**src/rtl/jk_write_driver_pkg.sv**
```systemverilog
// Shared JK excitation codes, FSM state encoding and the per-bit excitation rule
// for the JK latch write driver.
package jk_write_driver_pkg;

  localparam logic [1:0] JK_HOLD = 2'b00;
  localparam logic [1:0] JK_RST  = 2'b01;
  localparam logic [1:0] JK_SET  = 2'b10;
  localparam logic [1:0] JK_TGL  = 2'b11;

  typedef enum logic [2:0] {
    ST_IDLE  = 3'd0,
    ST_SETUP = 3'd1,
    ST_PULSE = 3'd2,
    ST_HOLD  = 3'd3,
    ST_CHECK = 3'd4,
    ST_RESP  = 3'd5
  } state_t;

  // Toggle is never emitted: a transparent latch with J=K=1 oscillates while enabled.
  function automatic logic [1:0] jk_code(input logic q, input logic t);
    logic [1:0] code;
    if (q == t) code = JK_HOLD;
    else if (t) code = JK_SET;
    else        code = JK_RST;
    return (code == JK_TGL) ? JK_HOLD : code;
  endfunction

endpackage

```
**src/rtl/jk_excite_comb.sv**
```systemverilog
// Combinational J/K excitation for a word of JK latches: drives each bit
// towards its target value and flags whether any bit still differs.
module jk_excite_comb
  import jk_write_driver_pkg::*;
#(
  parameter int WIDTH = 8
) (
  input  logic [WIDTH-1:0] q,
  input  logic [WIDTH-1:0] target,
  output logic [WIDTH-1:0] j,
  output logic [WIDTH-1:0] k,
  output logic             any_diff
);

  always_comb begin
    j = '0;
    k = '0;
    for (int i = 0; i < WIDTH; i++) begin
      {j[i], k[i]} = jk_code(q[i], target[i]);
    end
  end

  assign any_diff = |(q ^ target);

endmodule

```
**src/rtl/jk_write_driver.sv**
```systemverilog
// Write-side controller for a bank of level-sensitive JK latches: excite, pulse
// the shared enable, read back, retry on mismatch, then report done/err.
module jk_write_driver
  import jk_write_driver_pkg::*;
#(
  parameter int WIDTH     = 8,
  parameter int EN_CYCLES = 1,
  parameter int MAX_RETRY = 2
) (
  input  logic             clk,
  input  logic             reset,
  input  logic             req_valid,
  output logic             req_ready,
  input  logic [WIDTH-1:0] req_data,
  input  logic [WIDTH-1:0] q_in,
  output logic [WIDTH-1:0] j_out,
  output logic [WIDTH-1:0] k_out,
  output logic             en_out,
  output logic             done,
  output logic             err,
  output logic [WIDTH-1:0] rd_data
);

  localparam int CNT_W   = (EN_CYCLES > 1) ? $clog2(EN_CYCLES) : 1;
  localparam int RETRY_W = (MAX_RETRY > 0) ? $clog2(MAX_RETRY + 1) : 1;

  state_t             state;
  state_t             next_state;
  logic [WIDTH-1:0]   target;
  logic [CNT_W-1:0]   en_cnt;
  logic [RETRY_W-1:0] retry;

  logic [WIDTH-1:0]   exc_j;
  logic [WIDTH-1:0]   exc_k;
  logic               any_diff;
  logic               accept;
  logic               match;
  logic               pulse_last;
  logic               can_retry;

  jk_excite_comb #(.WIDTH(WIDTH)) u_excite (
    .q        (q_in),
    .target   (target),
    .j        (exc_j),
    .k        (exc_k),
    .any_diff (any_diff)
  );

  assign req_ready  = (state == ST_IDLE) && reset;
  assign accept     = req_valid && req_ready;
  assign match      = (q_in == target);
  assign pulse_last = (en_cnt == CNT_W'(EN_CYCLES - 1));
  assign can_retry  = (retry < RETRY_W'(MAX_RETRY));

  always_comb begin
    next_state = state;
    case (state)
      ST_IDLE:  if (accept) next_state = ST_SETUP;
      ST_SETUP: next_state = any_diff ? ST_PULSE : ST_CHECK;
      ST_PULSE: if (pulse_last) next_state = ST_HOLD;
      ST_HOLD:  next_state = ST_CHECK;
      ST_CHECK: begin
        if (match)          next_state = ST_RESP;
        else if (can_retry) next_state = ST_SETUP;
        else                next_state = ST_RESP;
      end
      ST_RESP:  next_state = ST_IDLE;
      default:  next_state = ST_IDLE;
    endcase
  end

  always_ff @(posedge clk or negedge reset) begin
    if (!reset) state <= ST_IDLE;
    else        state <= next_state;
  end

  // Control counters and captured target
  always_ff @(posedge clk or negedge reset) begin
    if (!reset) begin
      target <= '0;
      retry  <= '0;
      en_cnt <= '0;
    end else begin
      if (accept) target <= req_data;
      if (accept)
        retry <= '0;
      else if ((state == ST_CHECK) && !match && can_retry)
        retry <= retry + RETRY_W'(1);
      if (state == ST_PULSE) en_cnt <= en_cnt + CNT_W'(1);
      else                   en_cnt <= '0;
    end
  end

  // Registered latch drive: J/K loaded in SETUP, held through PULSE and HOLD, zero elsewhere
  always_ff @(posedge clk or negedge reset) begin
    if (!reset) begin
      j_out   <= '0;
      k_out   <= '0;
      en_out  <= 1'b0;
      done    <= 1'b0;
      err     <= 1'b0;
      rd_data <= '0;
    end else begin
      en_out <= (next_state == ST_PULSE);
      case (state)
        ST_SETUP: begin
          j_out <= exc_j;
          k_out <= exc_k;
        end
        ST_PULSE: begin
          j_out <= j_out;
          k_out <= k_out;
        end
        default: begin
          j_out <= '0;
          k_out <= '0;
        end
      endcase
      if (state == ST_CHECK) rd_data <= q_in;
      done <= (next_state == ST_RESP);
      err  <= (next_state == ST_RESP) && !match;
    end
  end

endmodule

```
**config.mk**
```make
export PLATFORM = sky130hd
export DESIGN_NAME = jk_write_driver
export DESIGN_NICKNAME = d
export VERILOG_FILES = /design/src/rtl/jk_write_driver_pkg.sv /design/src/rtl/jk_excite_comb.sv /design/src/rtl/jk_write_driver.sv
export SDC_FILE = /design/constraint.sdc
export NUM_CORES = 1
export LEC_CHECK = 0
export ABC_AREA = 1
export BUFFER_PORTS_ARGS = -buffer_cell sky130_fd_sc_hd__buf_4
export CORE_UTILIZATION = 55
export CTS_BUF_LIST = sky130_fd_sc_hd__clkbuf_2
export CTS_CLUSTER_DIAMETER = 150
export DETAILED_ROUTE_END_ITERATION = 6
export PLACE_DENSITY = 0.86
export SYNTH_ARGS = -nofsm -noshare
export SYNTH_HDL_FRONTEND = slang
export SYNTH_SLANG_ARGS = --single-unit
```
**constraint.sdc**
```tcl
create_clock -name clk -period 1.55 [get_ports clk]
set_input_delay 0.2325 -clock clk [delete_from_list [all_inputs] [get_ports clk]]
set_output_delay 0.2325 -clock clk [all_outputs]
set_load 0.02 [all_outputs]
```
Yosys cells after proc, flatten, opt, wreduce, memory -nomap -nowiden
Cells that the tools add are included.
{"block": "totals", "reg_bits": 41, "input_bits": 19, "output_inout_bits": 28, "latch_bits": 0, "romBits": 0, "wordCells": 81, "n_memories": 0, "ramBits": 0}
{"block": "op_classes", "order_cmp": 1, "add_sub_neg": 2, "n_eq_ne": 23, "n_reduce_logical": 9, "n_shift": 0, "n_div": 0, "mux": 35, "n_mul": 0, "bitwise_logic": 1}
{"cell": "$mux W2", "count": 26}
{"cell": "$pmux W8 S2", "count": 2}
{"cell": "$eq A2 B2 Y1 const B", "count": 8}
{"cell": "$mux W3", "count": 5}
{"cell": "$pmux W3 S5", "count": 1}
{"cell": "$eq A3 B2 Y1 const B", "count": 3}
{"cell": "$eq A1 B1 Y1", "count": 8}
{"cell": "$eq A8 B8 Y1", "count": 1}
{"cell": "$reduce_or A8 Y1", "count": 1}
{"cell": "$xor A8 B8 Y8", "count": 1}
{"cell": "$eq A3 B3 Y1 const B", "count": 2}
{"cell": "$logic_and A1 B1 Y1", "count": 5}
{"cell": "$eq A3 B1 Y1 const B", "count": 1}
{"cell": "$logic_not A3 Y1", "count": 1}
{"cell": "$add A2 B1 Y2 const B", "count": 1}
{"cell": "$lt A2 B2 Y1 const B", "count": 1}
{"cell": "$reduce_bool A2 Y1", "count": 1}
{"cell": "$add A1 B1 Y1 const B", "count": 1}
{"cell": "$logic_not A1 Y1", "count": 1}
{"cell": "$mux W1", "count": 1}

Longest topological paths before layout
Gate-level depths: netlist (run 1).
{"block": "logic_depth", "ltp_word": 7, "mapped_depth": 10, "ltp_nobuf": 10}

Modules after synthesis
Synthesis (run 1) repeated with hierarchy kept, for this count alone.
{"block": "unflattened", "cells_unflattened": 228, "hier_area_um2": 2147.1}
{"module": "jk_write_driver", "seq_area_each_um2": 1026.0, "instances": 1, "cells_per_inst": 189, "area_per_inst_um2": 1860.5}
{"module": "jk_excite_comb", "seq_area_each_um2": 0.0, "instances": 1, "cells_per_inst": 39, "area_per_inst_um2": 286.5}

Worst setup path before layout (run 1)
OpenSTA, ideal clock, no wires.
{"block": "synth_timing", "path_kind": "reg-to-reg", "start": "register state[2]", "end": "register retry[0]", "period_less_slack_ns": 1.263, "arrival_ns": 1.146, "n_path_buf": 1, "setup_slack_ns": 0.287, "setup_ns": 0.116, "path_stages_with_launch": 10, "cell_sequence": "dfrtp_1 > inv_2 > nand2_1 > nor2_4 > nand2_4 > buf_6 > nand2_2 > inv_1 > nand2_1 > nand2_1"}
{"block": "synth_between", "elab_chain_cells": 4, "word_cells_on_any_way": 8, "cone_classes": "eq/ne: 1; mux: 1; reduce/logical: 6"}
{"element": "start, declared", "line_no": "jk_write_driver.sv:27", "text": "state_t state;"}
{"element": "start signal, assigned", "line_no": "jk_write_driver.sv:74", "text": "else state <= next_state;"}
{"element": "$logic_not A3 Y1 *", "line_no": "jk_write_driver.sv:49", "text": "assign req_ready = (state == ST_IDLE) && reset;"}
{"element": "$logic_and A1 B1 Y1 *", "line_no": "jk_write_driver.sv:49"}
{"element": "named net req_ready", "line_no": "jk_write_driver.sv:13", "text": "output logic req_ready,"}
{"element": "$logic_and A1 B1 Y1 *", "line_no": "jk_write_driver.sv:50", "text": "assign accept = req_valid && req_ready;"}
{"element": "$mux W2 / $reduce_bool A2 Y1 (equally long branches)"}
{"element": "end signal, assigned", "line_no": "jk_write_driver.sv:88", "text": "retry <= retry + RETRY_W'(1);"}
{"element": "end, declared", "line_no": "jk_write_driver.sv:31", "text": "logic [RETRY_W-1:0] retry;"}
Mark *: on every way through the listed nets, which the timed path passes. The rest lies on a longest branch.
A chain may end at the register's enable or synchronous reset.

Worst setup path in the final report (run 1)
{"block": "layout_timing", "start": "register state[1]", "end": "output req_ready"}
{"block": "layout_between", "elab_chain_cells": 2}
{"element": "$logic_not A3 Y1", "line_no": "jk_write_driver.sv:49"}
{"element": "$logic_and A1 B1 Y1", "line_no": "jk_write_driver.sv:49"}
{"element": "end, declared", "line_no": "jk_write_driver.sv:13"}
Every way passes these cells.

==> impl_metrics.py, run 1 <==
metrics = {
    "yosys": {
        "synth.distinct_cells": 20,
        "largest_area_contributor_in_the_synthesized_netlist": "sky130_fd_sc_hd__dfrtp_1",
        "yosys_register_bits": 41,
        "postSynthCellCount": 203,
        "yosysWarningCount": 0,
        "synth.area.top_cells": "sky130_fd_sc_hd__dfrtp_1 (53%), sky130_fd_sc_hd__ha_1 (10%), sky130_fd_sc_hd__nand2_1 (7.6%)",
        "mappedNetlistNets": 238,
        "mappedNetlistArea_mm2": 0.00193,
        "synth.yosys.seq_area_share_pct": 53.3,
        "synth.top_cell.area_share_pct": 53.3,
        "syn-mean-instance-area_um2": 9.49,
    },
    "hold_path": {
        "hold_path_startpoint": "req_data[0]",
        "hold_path.class": "input port to register",
        "hold-path-endpoint": "target[0]",
        "worstHoldPathCells": 3,
    },
    "setup_path": {
        "timing.critical_path.fanout_max": 2,
        "critPathRequiredTime_ns": 1.32,
        "setup.worst_path.end_class": "output pin",
        "critical_path.slowest_cell": "sky130_fd_sc_hd__dfrtp_1",
        "cp_num_buf_inv": 2,
        "timing.critical_path.from_type": "register",
        "crit_type": "register to output pin",
        "cpLargestDelayFamily": "flip-flops",
        "critical_path.cell_chain": "nor2_2 -> inv_2 -> nor2_4 -> buf_6",
        "critPathLaunch": "state[1]",
        "critical_path.reg2reg.startpoint": "state[1]",
        "regToRegSetupSlack_ns": 0.08,
        "max_stage_delay_ns": 0.44,
        "timing.reg2reg.worst_path_depth": 6,
        "critical_path.reg2reg.endpoint": "j_out[2]",
        "crit_arrival_ns": 1.27,
    },
    "placed_design": {
        "gp_congestion": 0.874,
        "setup_slack_after_placement_ns": 0.157,
        "buffers_on_ports": 46,
        "hpwlAfterDp_um": 2640,
    },
    "pwr": {
        "internal_power_uw": 2670,
        "powerDensity_mw_per_mm2": 1780,
        "max-vdd-ir-drop_mv": 0.822,
        "total_switching_power_uw": 1690,
        "switching_share_pct": 38.8,
        "power_frac_comb_pct": 44.2,
        "static-leakage-power_uw": 0.00134,
        "part_of_the_total_power_dissipated_in_the_clock_network_pct": 17.7,
        "power_frac_seq_pct": 38.1,
    },
    "global_route": {
        "grt_busiest_layer": "met2",
        "grt_remaining_overflow": 0,
        "antenna_found_initial": 0,
        "met1_usage_pct": 30.3,
        "grt_util_all_layers_pct": 22.8,
        "number_of_global_route_vias_before_repair": 1311,
        "globalRouteMet3Util_pct": 6.09,
        "grt_max_degree": 42,
        "grt_pass1_wl_um": 5990,
        "groute.layer.met2.usage_pct": 36.5,
    },
    "floorplan": {
        "die_w_um": 61.2,
        "top_level_ports": 47,
        "placeableCoreArea_mm2": 0.00334,
        "dieArea_mm2": 0.00374,
        "floorplan.initialDensity_pct": 57.7,
        "std_cell_rows": 21,
        "floorplan.die.height_um": 61.2,
    },
    "clock_network": {
        "tritoncts.num_buffers": 5,
        "clock_sink_count": 41,
        "clockBufferDepth": 2,
        "clkSlewWorstSetupHoldPaths_ns": 0.21,
        "worst_skew_pair.late_latency_ns": 0.40,
        "cts_root_buffer": "sky130_fd_sc_hd__clkbuf_2",
        "cts-htree-levels": 2,
        "cts_tree": "built",
    },
    "timing": {
        "max_slew.worst_pin.slew_ns": 0.501,
        "finalCritPeriodShare_pct": 97.2,
        "maxClockFrequency_mhz": 664,
        "max-slew-margin-rel_pct": 66.6,
        "finalWorstSetupSlack_ns": 0.0439,
        "finalHoldViolations": 0,
        "drv_slew": 0,
        "worst_hold_margin_ns": 0.0716,
        "worst_clock_skew_ns": 0.0200,
        "final_tns_setup_ns": 0,
        "rsz0062_at_grt": "yes",
        "setup_violations": 0,
        "timing.final.crit_period_ns": 1.51,
    },
    "final_layout": {
        "multi_input_area_um2": 696,
        "postLayoutCoreUtil_pct": 73.4,
        "flow.area_growth_from_synthesis_pct": 27.2,
        "num-nets-final": 295,
        "most_used_cells_in_the_layout_excluding_fill_and_tap_cells": "sky130_fd_sc_hd__buf_4 (54), sky130_fd_sc_hd__dfrtp_1 (41), sky130_fd_sc_hd__inv_1 (38), sky130_fd_sc_hd__nand2_1 (38), sky130_fd_sc_hd__ha_1 (16)",
        "antenna-diode-count": 0,
        "layout_commonest_cell": "sky130_fd_sc_hd__buf_4",
        "drive_gt1_share_pct": 30.7,
        "area.sequential_mm2": 0.00103,
        "layout_filler_cell_count": 254,
    },
    "drt": {
        "detail_route.wirelength_um": 3680,
        "dr.first_iter.drc_count": 64,
        "number_of_nets_with_antenna_violations_after_detailed_routing": 0,
        "routed_via_density": 4.82,
        "num_vias": 1480,
        "drt_drc": 0,
        "drt_first_pass_iters": 5,
        "detail_route.wl_per_cell_um": 12.0,
    },
    "job": {
        "maxCapViolations": 0,
    },
    "status": {
        "run_status": "finished, final reports clean",
    },
}
==> power by group through the flow <==
stage	registers (uW)	clock network [uW]	logic [uW]
final	1660	773	1930
after global routing	1710	842	2150
after CTS	1660	790	1890
after floorplan	1940	0	916
after global placement	1690	0	1770
after detailed placement	1700	0	1820
==> layout make-up <==
cell class              instances  share of cell area [%]
clock buffers                   5                    1.02
multi-input cells             115                    28.4
repair buffers                 56                    17.4
inverters                      41                    6.28
flip-flops and latches         41                    41.9
clock inverters                 3                    2.66
well taps                      46                    2.35
==> sequential cells by signal, indices dropped and copies added (netlist names) <==
register  flops
err           1
rd_data       8
target        8
k_out         8
j_out         8
en_out        1
retry         2
state         3
en_cnt        1
done          1
==> cell families (layout without fill, tap and decap cells) <==
group	count (synthesis)	in the layout	share of synthesized area (%)
compound gates	34	34	10.0
simple gates	65	65	15.5
buf+inv	47	105	10.9
fa+ha+maj	16	16	10.4
flops	41	41	53.3
==> metrics by stage <==
stage	total power (uW)	instances	area, um2
3_3_place_gp	3470	294	2310
2_1_floorplan	2860	203	1930
5_1_grt	4700	307	2450
3_5_place_dp	3520	294	2310
4_1_cts	4340	305	2430
6_report	4370	307	2450
==> timing repair <==
action / CTS / global route
endpoints found under the setup margin: 1 / 3
resized for setup: 0 / 3
hold buffers: 1 / 0
hold endpoints to repair: 41 / 0
setup buffers: 2 / 2
pin swaps: 0 / 1
==> Yosys cell counts <==
master and instances:
sky130_fd_sc_hd__nand4_1 1, sky130_fd_sc_hd__o21ai_2 6, sky130_fd_sc_hd__buf_6 4, sky130_fd_sc_hd__nand3_1 7
sky130_fd_sc_hd__buf_2 2, sky130_fd_sc_hd__nor2_1 11, sky130_fd_sc_hd__inv_2 3, sky130_fd_sc_hd__ha_1 16
sky130_fd_sc_hd__nand2_4 1, sky130_fd_sc_hd__or2_1 1, sky130_fd_sc_hd__o21ai_0 13, sky130_fd_sc_hd__nand2_2 1
sky130_fd_sc_hd__nor2_2 1, sky130_fd_sc_hd__dfrtp_1 41, sky130_fd_sc_hd__nor2_4 2, sky130_fd_sc_hd__o21ai_1 6
sky130_fd_sc_hd__a21oi_1 9, sky130_fd_sc_hd__inv_1 38, sky130_fd_sc_hd__nand2_1 39, sky130_fd_sc_hd__nor3_4 1
==> worst reg2reg max path: cells and delay by family (launching register included) <==
family	cells	cell delay, ns
buffers and inverters	3	0.51
DFF	1	0.44
and+or+nand+nor	2	0.38
AOI/OAI and AO/OA	1	0.10
==> routing by layer <==
layer / part of all wire, % / vias to the layer above
met5: 0 / -
met4: 1.3 / 0
met3: 5.5 / 5
met2: 49 / 44
met1: 44 / 695
li1: - / 736
==> how the worst max path moves through the flow <==
stage	cells after the start	endpoint
after floorplan	9	retry[0]
after global placement	10	retry[0]
after detailed placement	10	retry[0]
after CTS	4	req_ready
after global routing	4	req_ready
final	4	req_ready
Note: power is estimated with default switching activity, not from simulation.
==> run 2, diff against run 1 <==
RECOVER_POWER = 50   (was not set)
==> run 2 against run 1 <==
Net effect: register-to-register slack about the same; global-route usage unchanged; combinational power hardly changed; hold slack is essentially flat; final cell count did not move; core utilization fell by 0.41 points; fmax about the same; die area did not move; clock skew rose by 0.00052 ns; total power is 0.34% lower; highest routed layer unchanged.
==> impl_metrics.py, run 2 (same netlist as run 1, synthesis figures left out) <==
metrics = {
    "drt": {
        "routed_via_density": 4.79,
        "drt_first_pass_iters": 4,
        "num_vias": 1469,
        "number_of_nets_with_antenna_violations_after_detailed_routing": 0,
        "detail_route.wl_per_cell_um": 12.0,
        "dr.first_iter.drc_count": 66,
        "detail_route.wirelength_um": 3690,
        "drt_drc": 0,
    },
    "timing": {
        "max-slew-margin-rel_pct": 33.7,
        "finalCritPeriodShare_pct": 97.2,
        "worst_clock_skew_ns": 0.0205,
        "timing.final.crit_period_ns": 1.51,
        "drv_slew": 0,
        "rsz0062_at_grt": "yes",
        "maxClockFrequency_mhz": 664,
        "max_slew.worst_pin.slew_ns": 0.995,
        "finalHoldViolations": 0,
        "setup_violations": 0,
        "finalWorstSetupSlack_ns": 0.0437,
    },
    "setup_path": {
        "timing.critical_path.from_type": "register",
        "critical_path.reg2reg.startpoint": "state[1]",
        "crit_arrival_ns": 1.27,
        "max_stage_delay_ns": 0.44,
        "critPathRequiredTime_ns": 1.32,
        "crit_type": "register to output pin",
        "critPathLaunch": "state[1]",
        "setup.worst_path.end_class": "output pin",
        "critical_path.cell_chain": "nor2_2 -> inv_2 -> nor2_4 -> buf_6",
        "critical_path.slowest_cell": "sky130_fd_sc_hd__dfrtp_1",
        "timing.critical_path.fanout_max": 2,
    },
    "pwr": {
        "static-leakage-power_uw": 0.00132,
        "part_of_the_total_power_dissipated_in_the_clock_network_pct": 17.8,
        "internal_power_uw": 2660,
        "switching_share_pct": 38.9,
        "total_power_uw": 4350,
        "power_frac_seq_pct": 38.2,
        "max-vdd-ir-drop_mv": 0.822,
        "total_switching_power_uw": 1690,
        "power_frac_comb_pct": 44.0,
        "powerDensity_mw_per_mm2": 1790,
    },
    "clock_network": {
        "clock_sink_count": 41,
        "worst_skew_pair.late_latency_ns": 0.40,
        "cts_tree": "built",
        "cts_root_buffer": "sky130_fd_sc_hd__clkbuf_2",
        "clockBufferDepth": 2,
        "tritoncts.num_buffers": 5,
        "cts-htree-levels": 2,
        "clkSlewWorstSetupHoldPaths_ns": 0.21,
    },
    "floorplan": {
        "dieArea_mm2": 0.00374,
        "floorplan.die.height_um": 61.2,
        "std_cell_rows": 21,
        "top_level_ports": 47,
        "die_w_um": 61.2,
        "placeableCoreArea_mm2": 0.00334,
        "floorplan.initialDensity_pct": 57.7,
    },
    "placed_design": {
        "gp_congestion": 0.874,
        "numPlacedInstances": 294,
        "buffers_on_ports": 46,
        "postPlaceCellArea_mm2": 0.00231,
        "setup_slack_after_placement_ns": 0.157,
        "hpwlAfterDp_um": 2640,
    },
    "global_route": {
        "grt_remaining_overflow": 0,
        "grt_max_degree": 42,
        "grt_util_all_layers_pct": 22.8,
        "grt_pass1_wl_um": 5990,
        "antenna_found_initial": 0,
        "number_of_global_route_vias_before_repair": 1311,
    },
    "job": {
        "maxCapViolations": 0,
    },
    "final_layout": {
        "drive_gt1_share_pct": 29.1,
        "most_used_cells_in_the_layout_excluding_fill_and_tap_cells": "sky130_fd_sc_hd__buf_4 (49), sky130_fd_sc_hd__dfrtp_1 (41), sky130_fd_sc_hd__inv_1 (39), sky130_fd_sc_hd__nand2_1 (38), sky130_fd_sc_hd__ha_1 (16)",
        "layout_commonest_cell": "sky130_fd_sc_hd__buf_4",
        "postLayoutCoreUtil_pct": 73.0,
        "flow.area_growth_from_synthesis_pct": 26.5,
        "final_std_cells_w_o_fill": 307,
        "final_cell_area_mm2": 0.00244,
        "antenna-diode-count": 0,
        "num-nets-final": 295,
    },
    "status": {
        "run_status": "finished, final reports clean",
    },
    "hold_path": {
        "hold_path_startpoint": "req_data[0]",
        "hold_path.class": "input port to register",
    },
}
## run 2: cell types whose count changed in the layout (fill, tap and decap cells not counted), sizes merged
cell	previous run	this run
buf	55	50
clkbuf	5	10
## run 2: power groups by stage
stage,Combinational [uW],Clock [uW],Sequential (uW)
floorplan,916,0,1940
CTS,1890,790,1660
finish,1910,773,1660
global route,2140,842,1710
global placement,1770,0,1690
detailed placement,1820,0,1700
## run 2: metrics by stage
step,hold slack (ns),setup TNS (ns)
after floorplan,-0.0631,0
after global placement,0.335,0
after detailed placement,0.337,0
after CTS,0.0505,0
after global routing,0.0317,-0.0702
final,0.0712,0
## run 2: final cells by class
| type | instances | area [um2] |
|---|---|---|
| repair buffers | 56 | 413 |
| inverters | 41 | 154 |
| clock inverters | 3 | 65.1 |
| multi-input cells | 115 | 696 |
| well taps | 46 | 57.6 |
| clock buffers | 5 | 25.0 |
| fillers | 253 | 901 |
| flip-flops and latches | 41 | 1030 |
## run 2: worst paths after layout
kind | to | slack, ns | cells past startpoint
setup / recovery | req_ready | 0.04 | 4
hold / removal | target[0] | 0.07 | 3
setup reg to reg | j_out[2] | 0.08 | 6
hold reg to reg | en_cnt | 0.47 | 1
max in group asynchronous | target[3] | 0.31 | 3
min in group asynchronous | j_out[7] | 0.62 | 3
## run 2: routing by layer
metal	wire (um)	global-route usage (%)
met1	1660	30.3
met5	0	0
met4	48	7.47
met3	186	6.09
met2	1790	36.5
## run 2: critical path, delay by kind of cell, from the launching register on
kind / cells / cell delay (ns)
buf+inv: 2 / 0.20
flops: 1 / 0.44
simple gates: 2 / 0.26
## run 2: what timing repair did
action                                  4_1_cts  5_1_grt
endpoints found under the setup margin        1        3
pin swaps                                     0        1
hold endpoints to repair                     41        0
setup buffers                                 2        2
resized for setup                             0        3
hold buffers                                  1        0
